`src/rtl/serial_cmp_sequencer_pkg.sv`:
```
// Shared types and defaults for the bit-serial equality sequencer.
package serial_cmp_pkg;

  localparam int unsigned DEF_W = 8;

  typedef enum logic [1:0] {
    ST_IDLE  = 2'd0,
    ST_SHIFT = 2'd1,
    ST_DRAIN = 2'd2,
    ST_DONE  = 2'd3
  } state_t;

endpackage

```
`src/rtl/serial_cmp_sequencer_if.sv`:
```
// Start/busy/done handshake and operand/result bus of the serial compare sequencer.
interface serial_cmp_sequencer_if #(
  parameter int unsigned W = 8
);
  localparam int unsigned CNT_W = $clog2(W);

  logic             start;
  logic             abort;
  logic [W-1:0]     a_in;
  logic [W-1:0]     b_in;
  logic             busy;
  logic             done;
  logic             match;
  logic [CNT_W-1:0] first_diff;

  modport master (
    output start, abort, a_in, b_in,
    input  busy, done, match, first_diff
  );

  modport slave (
    input  start, abort, a_in, b_in,
    output busy, done, match, first_diff
  );
endinterface

```
`src/rtl/serial_cmp_sequencer_bit_eq_stage.sv`:
```
// Registered one-bit equality stage of the serial compare datapath.
module bit_eq_stage (
  input  logic clk,
  input  logic rstn,
  input  logic x1,
  input  logic x2,
  output logic eq_q
);
  logic r_eq;

  always_ff @(posedge clk or negedge rstn) begin
    if (!rstn) r_eq <= 1'b0;
    else       r_eq <= (x1 == x2);
  end

  assign eq_q = r_eq;
endmodule

```
`src/rtl/serial_cmp_sequencer.sv`:
```
// Shifts two captured words LSB-first through the equality stage and reports
// whole-word match plus the lowest mismatching bit index.
module serial_cmp_sequencer
  import serial_cmp_pkg::*;
#(
  parameter int unsigned W = DEF_W
) (
  input  logic                   clk,
  input  logic                   rstn,
  serial_cmp_sequencer_if.slave  bus
);
  localparam int unsigned    CNT_W = $clog2(W);
  localparam logic [CNT_W-1:0] LAST = CNT_W'(W - 1);

  state_t           r_state, w_state_nxt;
  logic [W-1:0]     r_a_sr, r_b_sr;
  logic [CNT_W-1:0] r_cnt, r_sidx, r_fd_acc, r_first_diff;
  logic             r_seen, r_match;
  logic             w_eq_q, w_accept, w_sample;

  bit_eq_stage u_eq (
    .clk  (clk),
    .rstn (rstn),
    .x1   (r_a_sr[0]),
    .x2   (r_b_sr[0]),
    .eq_q (w_eq_q)
  );

  assign w_accept = bus.start && (r_state == ST_IDLE || r_state == ST_DONE);
  // eq_q trails the presented bit by one edge, so nothing is valid on the first SHIFT cycle
  assign w_sample = (r_state == ST_SHIFT) && (r_cnt != '0);

  always_comb begin
    w_state_nxt = r_state;
    unique case (r_state)
      ST_IDLE:  if (bus.start) w_state_nxt = ST_SHIFT;
      ST_SHIFT: begin
        if (bus.abort)          w_state_nxt = ST_IDLE;
        else if (r_cnt == LAST) w_state_nxt = ST_DRAIN;
      end
      ST_DRAIN: w_state_nxt = bus.abort ? ST_IDLE : ST_DONE;
      ST_DONE:  w_state_nxt = bus.start ? ST_SHIFT : ST_IDLE;
      default:  w_state_nxt = ST_IDLE;
    endcase
  end

  always_ff @(posedge clk or negedge rstn) begin
    if (!rstn) r_state <= ST_IDLE;
    else       r_state <= w_state_nxt;
  end

  always_ff @(posedge clk or negedge rstn) begin
    if (!rstn) begin
      r_a_sr       <= '0;
      r_b_sr       <= '0;
      r_cnt        <= '0;
      r_sidx       <= '0;
      r_fd_acc     <= '0;
      r_seen       <= 1'b0;
      r_match      <= 1'b0;
      r_first_diff <= '0;
    end else if (w_accept) begin
      r_a_sr   <= bus.a_in;
      r_b_sr   <= bus.b_in;
      r_cnt    <= '0;
      r_sidx   <= '0;
      r_fd_acc <= '0;
      r_seen   <= 1'b0;
    end else if (r_state == ST_SHIFT && !bus.abort) begin
      r_a_sr <= r_a_sr >> 1;
      r_b_sr <= r_b_sr >> 1;
      r_cnt  <= r_cnt + 1'b1;
      r_sidx <= r_cnt;
      if (w_sample && !w_eq_q && !r_seen) begin
        r_seen   <= 1'b1;
        r_fd_acc <= r_sidx;
      end
    end else if (r_state == ST_DRAIN && !bus.abort) begin
      // results publish only on completion so an aborted job leaves the previous ones intact
      r_match      <= r_seen ? 1'b0 : w_eq_q;
      r_first_diff <= r_seen ? r_fd_acc : (w_eq_q ? '0 : r_sidx);
    end
  end

  assign bus.busy       = (r_state == ST_SHIFT) || (r_state == ST_DRAIN);
  assign bus.done       = (r_state == ST_DONE);
  assign bus.match      = r_match;
  assign bus.first_diff = r_first_diff;
endmodule
```
`src/flat_wrapper.sv`:
```
// flat-port wrapper written by rule: the top's interface ports become plain ports
module serial_cmp_sequencer_flat import serial_cmp_pkg::*;
#(
  parameter int unsigned W = DEF_W
)
  (clk, rstn, bus_start, bus_abort, bus_a_in, bus_b_in, bus_busy, bus_done, bus_match, bus_first_diff);
  serial_cmp_sequencer_if #(.W(W)) bus_i ();
  input  logic clk;
  input  logic rstn;
  input wire logic [$bits(bus_i.start)-1:0] bus_start;
  input wire logic [$bits(bus_i.abort)-1:0] bus_abort;
  input wire logic [$bits(bus_i.a_in)-1:0] bus_a_in;
  input wire logic [$bits(bus_i.b_in)-1:0] bus_b_in;
  output wire logic [$bits(bus_i.busy)-1:0] bus_busy;
  output wire logic [$bits(bus_i.done)-1:0] bus_done;
  output wire logic [$bits(bus_i.match)-1:0] bus_match;
  output wire logic [$bits(bus_i.first_diff)-1:0] bus_first_diff;
  assign bus_i.start = bus_start;
  assign bus_i.abort = bus_abort;
  assign bus_i.a_in = bus_a_in;
  assign bus_i.b_in = bus_b_in;
  assign bus_busy = bus_i.busy;
  assign bus_done = bus_i.done;
  assign bus_match = bus_i.match;
  assign bus_first_diff = bus_i.first_diff;
  serial_cmp_sequencer #(.W(W)) u_core (.clk(clk), .rstn(rstn), .bus(bus_i));
endmodule
```
`config.mk`:
```
export PLATFORM = sky130hd
export DESIGN_NAME = serial_cmp_sequencer_flat
export DESIGN_NICKNAME = d
export VERILOG_FILES = /design/src/rtl/serial_cmp_sequencer_pkg.sv /design/src/rtl/serial_cmp_sequencer_if.sv /design/src/rtl/serial_cmp_sequencer_bit_eq_stage.sv /design/src/rtl/serial_cmp_sequencer.sv /design/src/flat_wrapper.sv
export SDC_FILE = /design/constraint.sdc
export NUM_CORES = 1
export LEC_CHECK = 0
export ABC_AREA = 1
export BUFFER_PORTS_ARGS = -buffer_cell sky130_fd_sc_hd__clkbuf_2
export CORE_MARGIN = 1
export CORE_UTILIZATION = 37
export CTS_CLUSTER_DIAMETER = 120
export DETAILED_ROUTE_END_ITERATION = 6
export GPL_TIMING_DRIVEN = 0
export PLACE_DENSITY = 0.52
export SYNTH_ARGS = -nofsm -noshare
export SYNTH_HDL_FRONTEND = slang
export SYNTH_SLANG_ARGS = --single-unit
```
`constraint.sdc`:
```
create_clock -name clk -period 1.75 [get_ports clk]
set_input_delay 0.175 -clock clk [delete_from_list [all_inputs] [get_ports clk]]
set_output_delay 0.175 -clock clk [all_outputs]
set_load 0.01 [all_outputs]
```
=== After elaboration in Yosys (flattened, before gate mapping) ===
Index checks and enable logic that the tools add are counted.

* Output and inout bits: 6
* Bits in registers: 33
* Logic and storage cells: 61

* Reduce and logical (&&, ||, !) cells: 18
* Bitwise operators: 2
* Multiplexer cells: 23
* $add $sub $neg: 1
* Equality and inequality tests: 7

{| class="wikitable"
|+ Operator list
! cell !! number
|-
| two-way mux 8 bit || 4
|-
| two-way mux 3 bit || 9
|-
| two-way mux 2 bit || 4
|-
| case mux 2 bit (4 select lines) || 1
|-
| logical AND 1 bit || 6
|-
| two-way mux 1 bit || 5
|-
| equality test 2 bit, second input constant || 2
|-
| AND reduction 2 bit || 2
|-
| nonzero test 2 bit || 2
|-
| adder 3 x 1 -> 3 bit, second input constant || 1
|-
| equality test 3 bit, second input constant || 1
|-
| zero test 1 bit || 3
|-
| != test 3 x 2 -> 1 bit, second input constant || 1
|-
| AND reduction 3 bit || 1
|-
| nonzero test 3 bit || 1
|-
| equality test 2 x 1 -> 1 bit, second input constant || 1
|-
| zero test 2 bit || 1
|-
| logical OR 1 bit || 2
|-
| != test 2 bit, second input constant || 1
|-
| NOT 1 bit || 2
|-
| equality test 1 bit || 1
|}

=== Depth between registers and ports, before layout ===
Gate-level depths: netlist of run 1.

* Word-level depth: 7
* Depth in mapped cells: 9
* Depth with buffers taken out: 8

=== Hierarchy ===
Synthesis of run 1 repeated with hierarchy kept, for this count alone.

* Cells, all modules: 202
* Area total of the unflattened synthesis: 1651.6 um2

{| class="wikitable"
|+ Modules (own cells, without submodules)
! module !! sequential area each (um2) !! times used !! area an instance (um2) !! cells an instance
|-
| serial_cmp_sequencer || 800.8 || 1 || 1607.8 || 196
|-
| bit_eq_stage || 25.0 || 1 || 43.8 || 6
|}

=== Worst setup path before layout of run 1 ===
OpenSTA, ideal clock, no wires.

* Kind: register -> register
* From: reg u_core.r_state[0]
* To: reg u_core.r_b_sr[2]
* Arrival time: 1399 ps
* Stages on the path, launching flop included: 10
* Period minus slack after synthesis: 1523 ps
* Slack: 227 ps
* Setup time: 124 ps
* Required time: 1626 ps
* Cell sequence: dfrtp_1 inv_1 ha_1 inv_2 nand2_4 nand2_4 inv_2 buf_6 nand2_1 nand3_1

* Word-level cells in the longest chain between the ends: 4
* Elaborated cells between the ends (all ways): 8
* Classes of those cells: 2 x eq/ne; 1 x mux; 5 x reduce/logical

{| class="wikitable"
|+ RTL lines
! element !! line !! source
|-
| from (decl) || serial_cmp_sequencer.sv:15 || <nowiki>state_t r_state, w_state_nxt;</nowiki>
|-
| from (signal assigned) || serial_cmp_sequencer.sv:49 || <nowiki>else r_state <= w_state_nxt;</nowiki>
|-
| equality test 2 bit or zero test 2 bit (tied branches) || serial_cmp_sequencer.sv:29 || <nowiki>assign w_accept = bus.start && (r_state == ST_IDLE || r_state == ST_DONE);</nowiki>
|-
| logical OR 1 bit || serial_cmp_sequencer.sv:29 ||
|-
| logical AND 1 bit || serial_cmp_sequencer.sv:29 ||
|-
| two-way mux 8 bit or nonzero test 2 bit (tied branches) || - ||
|-
| to (signal assigned) || serial_cmp_sequencer.sv:64 || <nowiki>r_b_sr <= bus.b_in;</nowiki>
|-
| to (signal assigned) || serial_cmp_sequencer.sv:71 || <nowiki>r_b_sr <= r_b_sr >> 1;</nowiki>
|-
| to (decl) || serial_cmp_sequencer.sv:16 || <nowiki>logic [W-1:0] r_a_sr, r_b_sr;</nowiki>
|}

Several ways; a longest one is shown, not always the timed one.
A chain may end at the register's enable or synchronous reset.

=== Worst setup path in the final report of run 1 ===
* From: reg u_core.r_state[0]
* To: reg u_core.r_b_sr[3]

The elaborated chain is that of the path after synthesis.

==> key figures, run 1 <==
Floorplanning
  – DIE HEIGHT: 69.39 um
  – Initial core utilization: 0.3859
  – Die width: 69.39 um
  – Core Rows: 24
  – Io pins: 26
  – DIE AREA: 4815 um^2
  – Core area: 4354 um^2

Power
  – Pleak: 1.077 nW
  – Worst VDD drop: 0.6807 mV
  – Comb pwr share: 0.428
  – Seq pwr share: 0.376
  – PwrDens: 1645 nW/um^2
  – PnR Total Power: 3.261 mW
  – P_int: 1.953 mW
  – Clk pwr share: 0.195
  – Switching power: 1.308 mW
  – Switching share of power: 0.4010

Cells and area
  – Layout cell share with drive strength beyond 1: 0.1950
  – Util after Layout: 0.4552
  – Final Net Count: 268
  – Post-route insts no fill: 293
  – Antenna cells: 0
  – Post-route cell area: 1982 um^2
  – Area Growth Syn to Fin: 17.94%
  – Layout fillers: 464

Yosys
  – Synth area leaders: dfrtp_1 (49%), nand2_1 (19%), nand3_1 (7.7%)
  – Sequential share of the synthesized area: 0.4914
  – Synth area leader: dfrtp_1
  – Count of cell types in the netlist: 19
  – Mapped Cells: 207
  – Syn Area/Cell: 8.118 um^2
  – Yosys top cell area share: 0.4914
  – Yosys warning total: 0
  – Yosys reg bits: 33
  – Mapped cell area: 1680 um^2
  – Syn Nets: 235

Route
  – Detailed-route DRC error count: 0
  – Wire per inst: 11.09 um
  – DR iter-0 viols: 48
  – Router iterations before antenna repair: 4
  – Post-DR vias/cell: 4.505
  – Antenna Nets Post-Route: 0
  – Via Count: 1320
  – Final WL: 3250 um

Global route
  – GRT Overall Usage: 0.1521
  – Global-route wire length before repair: 5644 um
  – GRT overflow: 0
  – Initial antenna violation count: 0
  – Pin count of the biggest net entering global routing: 34
  – Vias in the first global route: 1262

Timing
  – Final TNS setup: 0 ns
  – Slew margin rel.: 0.4427
  – Final Hold Vio Count: 33
  – Max Slew Vio Count: 0
  – Tmin final: 1.599 ns
  – Peak Freq: 625.6 MHz
  – Hold Slack: -0.01743 ns
  – Period utilisation layout: 0.9135
  – Setup ws final: 0.1514 ns
  – Clock skew: 0.004956 ns
  – # setup viols final: 0
  – Actual slew at the worst max-slew pin: 0.8359 ns

Worst setup path
  – Worst Path Required: 1.92 ns
  – Setup crit end kind: register
  – Worst-path maximum fanout: 10
  – CP Launch Type: register
  – Reg2Reg Depth: 9
  – Critical path type: register to register
  – Crit path DAT: 1.77 ns

CTS
  – Clock root cell: clkbuf_8
  – Clk_lat worst skew: 0.29 ns
  – Hold Buf Count CTS: 0
  – Clk sink count: 33
  – CTS tree: done
  – Clock Path Buffers: 2
  – CTS clk-pin slew, worst paths: 0.07 ns
  – H-tree depth: 2
  – CTS Buf Count: 5

Placement
  – Placed Instance Area: 1871 um^2
  – Placed insts: 284
  – Dpl hpwl: 2302 um
  – Placer Congestion: 0.7394
  – Placement Setup Slack: 0.07025 ns
  – PortBufs: 25

Run status
  – Failing checks: negative hold slack
  – Status: finished with violations

Job
  – Max Cap Viol: 0

Worst hold path
  – Min-delay worst type: input port to async pin
-- routing by layer --
metal	up-vias	routed length (um)	GRT usage
met1	582	1664	0.2102
li1	710	-	-
met5	-	0	0
met3	7	103	0.03488
met2	21	1417	0.2276
met4	0	65	0.06803
-- registers in the layout, summed over array words and instances, names as in the netlist --
signal	count
u_core.r_fd_acc	3
u_core.r_seen	1
u_core.bus.first_diff	3
u_core.r_sidx	3
u_core.u_eq.eq_q	1
u_core.r_a_sr	8
u_core.r_b_sr	8
u_core.r_cnt	3
u_core.r_state	2
u_core.bus.match	1
-- kinds of logic (layout without fill, tap and decap cells) --
group / after synthesis / after routing / share of synthesized area
simple gates: 130 / 130 / 0.3418
buf+inv: 24 / 58 / 0.06925
flops: 33 / 33 / 0.4914
compound gates: 11 / 11 / 0.03275
fa+ha+maj: 8 / 8 / 0.05957
xor+xnor: 1 / 1 / 0.005213
-- cells in the final DEF (no fill, tap or decap), drive strengths merged --
cell type | Yosys | final
nor3 | 1 | 1
dfrtp | 33 | 33
ha | 8 | 8
buf | 4 | 5
nand3 | 26 | 26
o21ai | 10 | 10
nand3b | 1 | 1
clkinv | 0 | 1
nor2 | 14 | 14
inv | 20 | 20
clkbuf | 0 | 32
a21oi | 1 | 1
nand2 | 88 | 88
xnor2 | 1 | 1
-- cell type report --
class	instances	area (um^2)	share of cell area
inverters	20	75.07	0.03788
flip-flops and latches	33	825.8	0.4167
clock inverters	1	5.005	0.002525
clock buffers	7	96.34	0.04861
well taps	52	65.06	0.03283
plain buffers	4	41.29	0.02083
repair buffers	26	132.6	0.06692
multi-input cells	150	740.7	0.3737
-- cells in the mapped netlist, drive strengths merged --
cell type / number
o21ai: 10
nand3b: 1
ha: 8
nand2: 88
buf: 4
inv: 20
a21oi: 1
dfrtp: 33
nor2: 14
xnor2: 1
nor3: 1
nand3: 26
-- worst max-delay path, cell delays in order (launching register included) --
cell and delay, ns:
dfrtp_1 0.42, inv_1 0.13, ha_2 0.33, inv_2 0.08
nand2_4 0.08, nand2_4 0.14, inv_2 0.06, buf_6 0.14
nand2_1 0.05, nand3_1 0.06
-- what timing repair did --
item	CTS	global route
resized for setup	0	1
endpoints found under the hold margin	0	0
setup buffers	0	1
endpoints found under the setup margin	0	9
-- final timing paths --
path,from,endpoint,slack [ns]
max reg2reg,u_core.r_state[0]$_DFFE_PN0P_,u_core.r_b_sr[3]$_DFFE_PN0P_,0.15
min in group clk,bus_b_in[7],u_core.r_b_sr[7]$_DFFE_PN0P_,0.08
max in group asynchronous,rstn,u_core.r_cnt[2]$_DFFE_PN0P_,1.25
max,u_core.r_state[0]$_DFFE_PN0P_,u_core.r_b_sr[3]$_DFFE_PN0P_,0.15
min,rstn,u_core.r_a_sr[6]$_DFFE_PN0P_,-0.02
min reg2reg,u_core.r_b_sr[0]$_DFFE_PN0P_,u_core.u_eq.eq_q$_DFF_PN0_,0.48
-- power groups by stage --
| stage | clock [mW] | sequential [mW] | combinational [mW] |
|---|---|---|---|
| after CTS | 0.661 | 1.23 | 1.42 |
| after detailed placement | 0 | 1.24 | 1.41 |
| final | 0.637 | 1.23 | 1.40 |
| after global routing | 0.674 | 1.26 | 1.63 |
| after floorplan | 0 | 1.21 | 1.07 |
| after global placement | 0 | 1.24 | 1.40 |
(Power assumes the default switching activity.)
==> run 2, diff against run 1 <==
==> constraint.sdc (replaced) <==
create_clock -name clk -period 1.9 [get_ports clk]
set_input_delay 0.19 -clock clk [delete_from_list [all_inputs] [get_ports clk]]
set_output_delay 0.19 -clock clk [all_outputs]
set_load 0.02 [all_outputs]
==> run 2 against run 1 <==
Compared with the run above:
- the flow still finishes with violations (negative hold slack)
- global-route usage stayed put
- utilization decreased by 0.23 points
- final area is 0.51% lower
- worst setup slack better by 0.096 ns
- non-clock buffer count is 1 lower
- routed wire length decreased by 0.46%
- hold slack improved by 0.015 ns
- critical endpoint unchanged
- final cell count fell by 0.34%
- sequential share of layout area grew 0.21 points
- register-to-register slack gained 0.096 ns
==> key figures, run 2 (synthesis results as in run 1) <==
Run status
  – Status: finished with violations
  – Failing checks: negative hold slack

Power
  – Worst VDD drop: 0.6270 mV (-7.9%)
  – PnR Total Power: 3.019 mW (-7.4%)
  – PwrDens: 1531 nW/um^2 (-6.9%)
  – Pleak: 1.073 nW (-0.39%)

Route
  – DR iter-0 viols: 45 (-6.3%)
  – Wire per inst: 11.08 um (-0.12%)
  – Detailed-route DRC error count: 0 (unchanged)
  – Via Count: 1317 (-0.23%)
  – Antenna Nets Post-Route: 0 (unchanged)
  – Final WL: 3235 um (-0.46%)
  – Router iterations before antenna repair: 4 (unchanged)
  – Post-DR vias/cell: 4.510 (+0.11%)

Placement
  – Placement Setup Slack: 0.2203 ns (+0.1500 ns)
  – PortBufs: 25 (unchanged)
  – Dpl hpwl: 2302 um (unchanged)
  – Placer Congestion: 0.7394 (unchanged)
  – Placed insts: 284 (unchanged)
  – Placed Instance Area: 1871 um^2 (unchanged)

Cells and area
  – Post-route cell area: 1972 um^2 (-0.51%)
  – Most frequent cells in the layout: nand2_1 (85), dfrtp_1 (33), nand3_1 (26)
  – Post-route insts no fill: 292 (-0.34%)
  – Final Net Count: 267 (-0.37%)
  – Area Growth Syn to Fin: 17.35%
  – Layout cell share with drive strength beyond 1: 0.1875 (-0.007521)
  – Largest regs: u_core.r_a_sr x8, u_core.r_b_sr x8
  – Most common cell after layout, fill and taps aside: nand2_1
  – Antenna cells: 0 (unchanged)
  – Util after Layout: 0.4529 (-0.002298)

Worst setup path
  – CP Launch Type: register
  – Crit path depth: 9 (unchanged)
  – CP Buf/Inv Count: 4 (unchanged)
  – Reg-to-reg endpoint: u_core.r_b_sr[3]$_DFFE_PN0P_
  – Slowest CP cell: dfrtp_1
  – Reg-to-Reg Start: u_core.r_state[0]$_DFFE_PN0P_
  – CP Cell Sequence: inv_1 > ha_1 > inv_2 > nand2_4 > nand2_4 > inv_2 > buf_6 > nand2_1 > nand3_1
  – Critical path's largest stage delay: 0.41 ns (about the same)
  – Worst-path maximum fanout: 10 (unchanged)
  – Worst Setup EP: u_core.r_b_sr[3]$_DFFE_PN0P_
  – CP startpoint: u_core.r_state[0]$_DFFE_PN0P_
  – Worst Path Required: 2.07 ns (+0.15 ns)
  – CP delay by family, top: flip-flops
  – Crit path DAT: 1.82 ns (+0.05 ns)
  – Critical path type: register to register
  – Reg2Reg Depth: 9 (unchanged)
  – Reg2reg setup slack: 0.25 ns (+0.10 ns)
  – Setup crit end kind: register

Timing
  – Final TNS setup: 0 ns (unchanged)
  – Actual slew at the worst max-slew pin: 0.8359 ns (unchanged)
  – Hold Slack: -0.002431 ns (+0.01500 ns)
  – Peak Freq: 605.1 MHz (-3.3%)
  – Unrepaired setup endpoints after global routing: false
  – Period utilisation layout: 0.8698 (-0.04370)
  – Clock skew: 0.004956 ns (unchanged)
  – # setup viols final: 0 (unchanged)
  – Max Slew Vio Count: 0 (unchanged)
  – Setup ws final: 0.2474 ns (+0.09601 ns)
  – Slew margin rel.: 0.4427 (unchanged)
  – Tmin final: 1.653 ns (+0.05398 ns)
  – Final Hold Vio Count: 13 (-61%)

CTS
  – Clk_lat worst skew: 0.29 ns (about the same)
  – CTS resizes: 0 (unchanged)
  – Hold Buf Count CTS: 0 (unchanged)
  – Clk sink count: 33 (unchanged)
  – CTS tree: done
  – Clock root cell: clkbuf_8
  – H-tree depth: 2 (unchanged)
  – CTS clk-pin slew, worst paths: 0.07 ns (about the same)
  – CTS Buf Count: 5 (unchanged)
  – Clock Path Buffers: 2 (unchanged)
  – Number of setup buffers added after CTS: 0 (unchanged)

Floorplanning
  – Initial core utilization: 0.3859 (unchanged)
  – Io pins: 26 (unchanged)
  – Core area: 4354 um^2 (unchanged)
  – DIE HEIGHT: 69.39 um (unchanged)
  – DIE AREA: 4815 um^2 (unchanged)
  – Core Rows: 24 (unchanged)
  – Die width: 69.39 um (unchanged)

Global route
  – Vias in the first global route: 1262 (unchanged)
  – Global-route wire length before repair: 5644 um (unchanged)
  – GRT Overall Usage: 0.1521 (unchanged)
  – GRT overflow: 0 (unchanged)
  – Pin count of the biggest net entering global routing: 34 (unchanged)
  – Initial antenna violation count: 0 (unchanged)

Job
  – Max Cap Viol: 0 (unchanged)

Worst hold path
  – Min-delay worst type: input port to async pin
## run 2: cell types whose count changed in the layout (fill, tap and decap cells not counted)
cell	delta
ha_1	+1
ha_2	-1
buf_4	-1
## run 2: worst min path at each step
stage                     start                                    to  slack [ns]  cells after the start
after detailed placement   rstn         u_core.r_state[0]$_DFFE_PN0P_        0.33                      1
after CTS                  rstn  u_core.bus.first_diff[1]$_DFFE_PN0P_        0.02                      1
after global routing       rstn         u_core.r_state[0]$_DFFE_PN0P_        0.07                      1
after floorplan            rstn  u_core.bus.first_diff[0]$_DFFE_PN0P_       -0.11                      0
after global placement     rstn         u_core.r_state[0]$_DFFE_PN0P_        0.34                      1
final                      rstn          u_core.r_a_sr[6]$_DFFE_PN0P_      -0.002                      1
## run 2: layout make-up
class | count | area (um^2)
Inverter | 20 | 75.07
Clock buffer | 7 | 96.34
Clock inverter | 1 | 5.005
Sequential cell | 33 | 825.8
Tap cell | 52 | 65.06
Fill cell | 466 | 2382
Multi-Input combinational cell | 150 | 738.2
Timing Repair Buffer | 25 | 125.1
Buffer | 4 | 41.29
## run 2: routing by layer
layer,routed length (um),global-route usage
met1,1654,0.2102
met2,1412,0.2276
met3,103,0.03488
met4,65,0.06803
met5,0,0
## run 2: power breakdown
part	internal [mW]	switching [mW]	leakage, nW
combinational	0.486	0.816	0.591
sequential	0.970	0.161	0.428
clock	0.327	0.259	0.0542
## run 2: worst register-to-register path: stages, from the launching register on
cell	delay, ns
dfrtp_1	0.41
inv_1	0.10
ha_1	0.40
inv_2	0.10
nand2_4	0.08
nand2_4	0.14
inv_2	0.06
buf_6	0.14
nand2_1	0.05
nand3_1	0.06
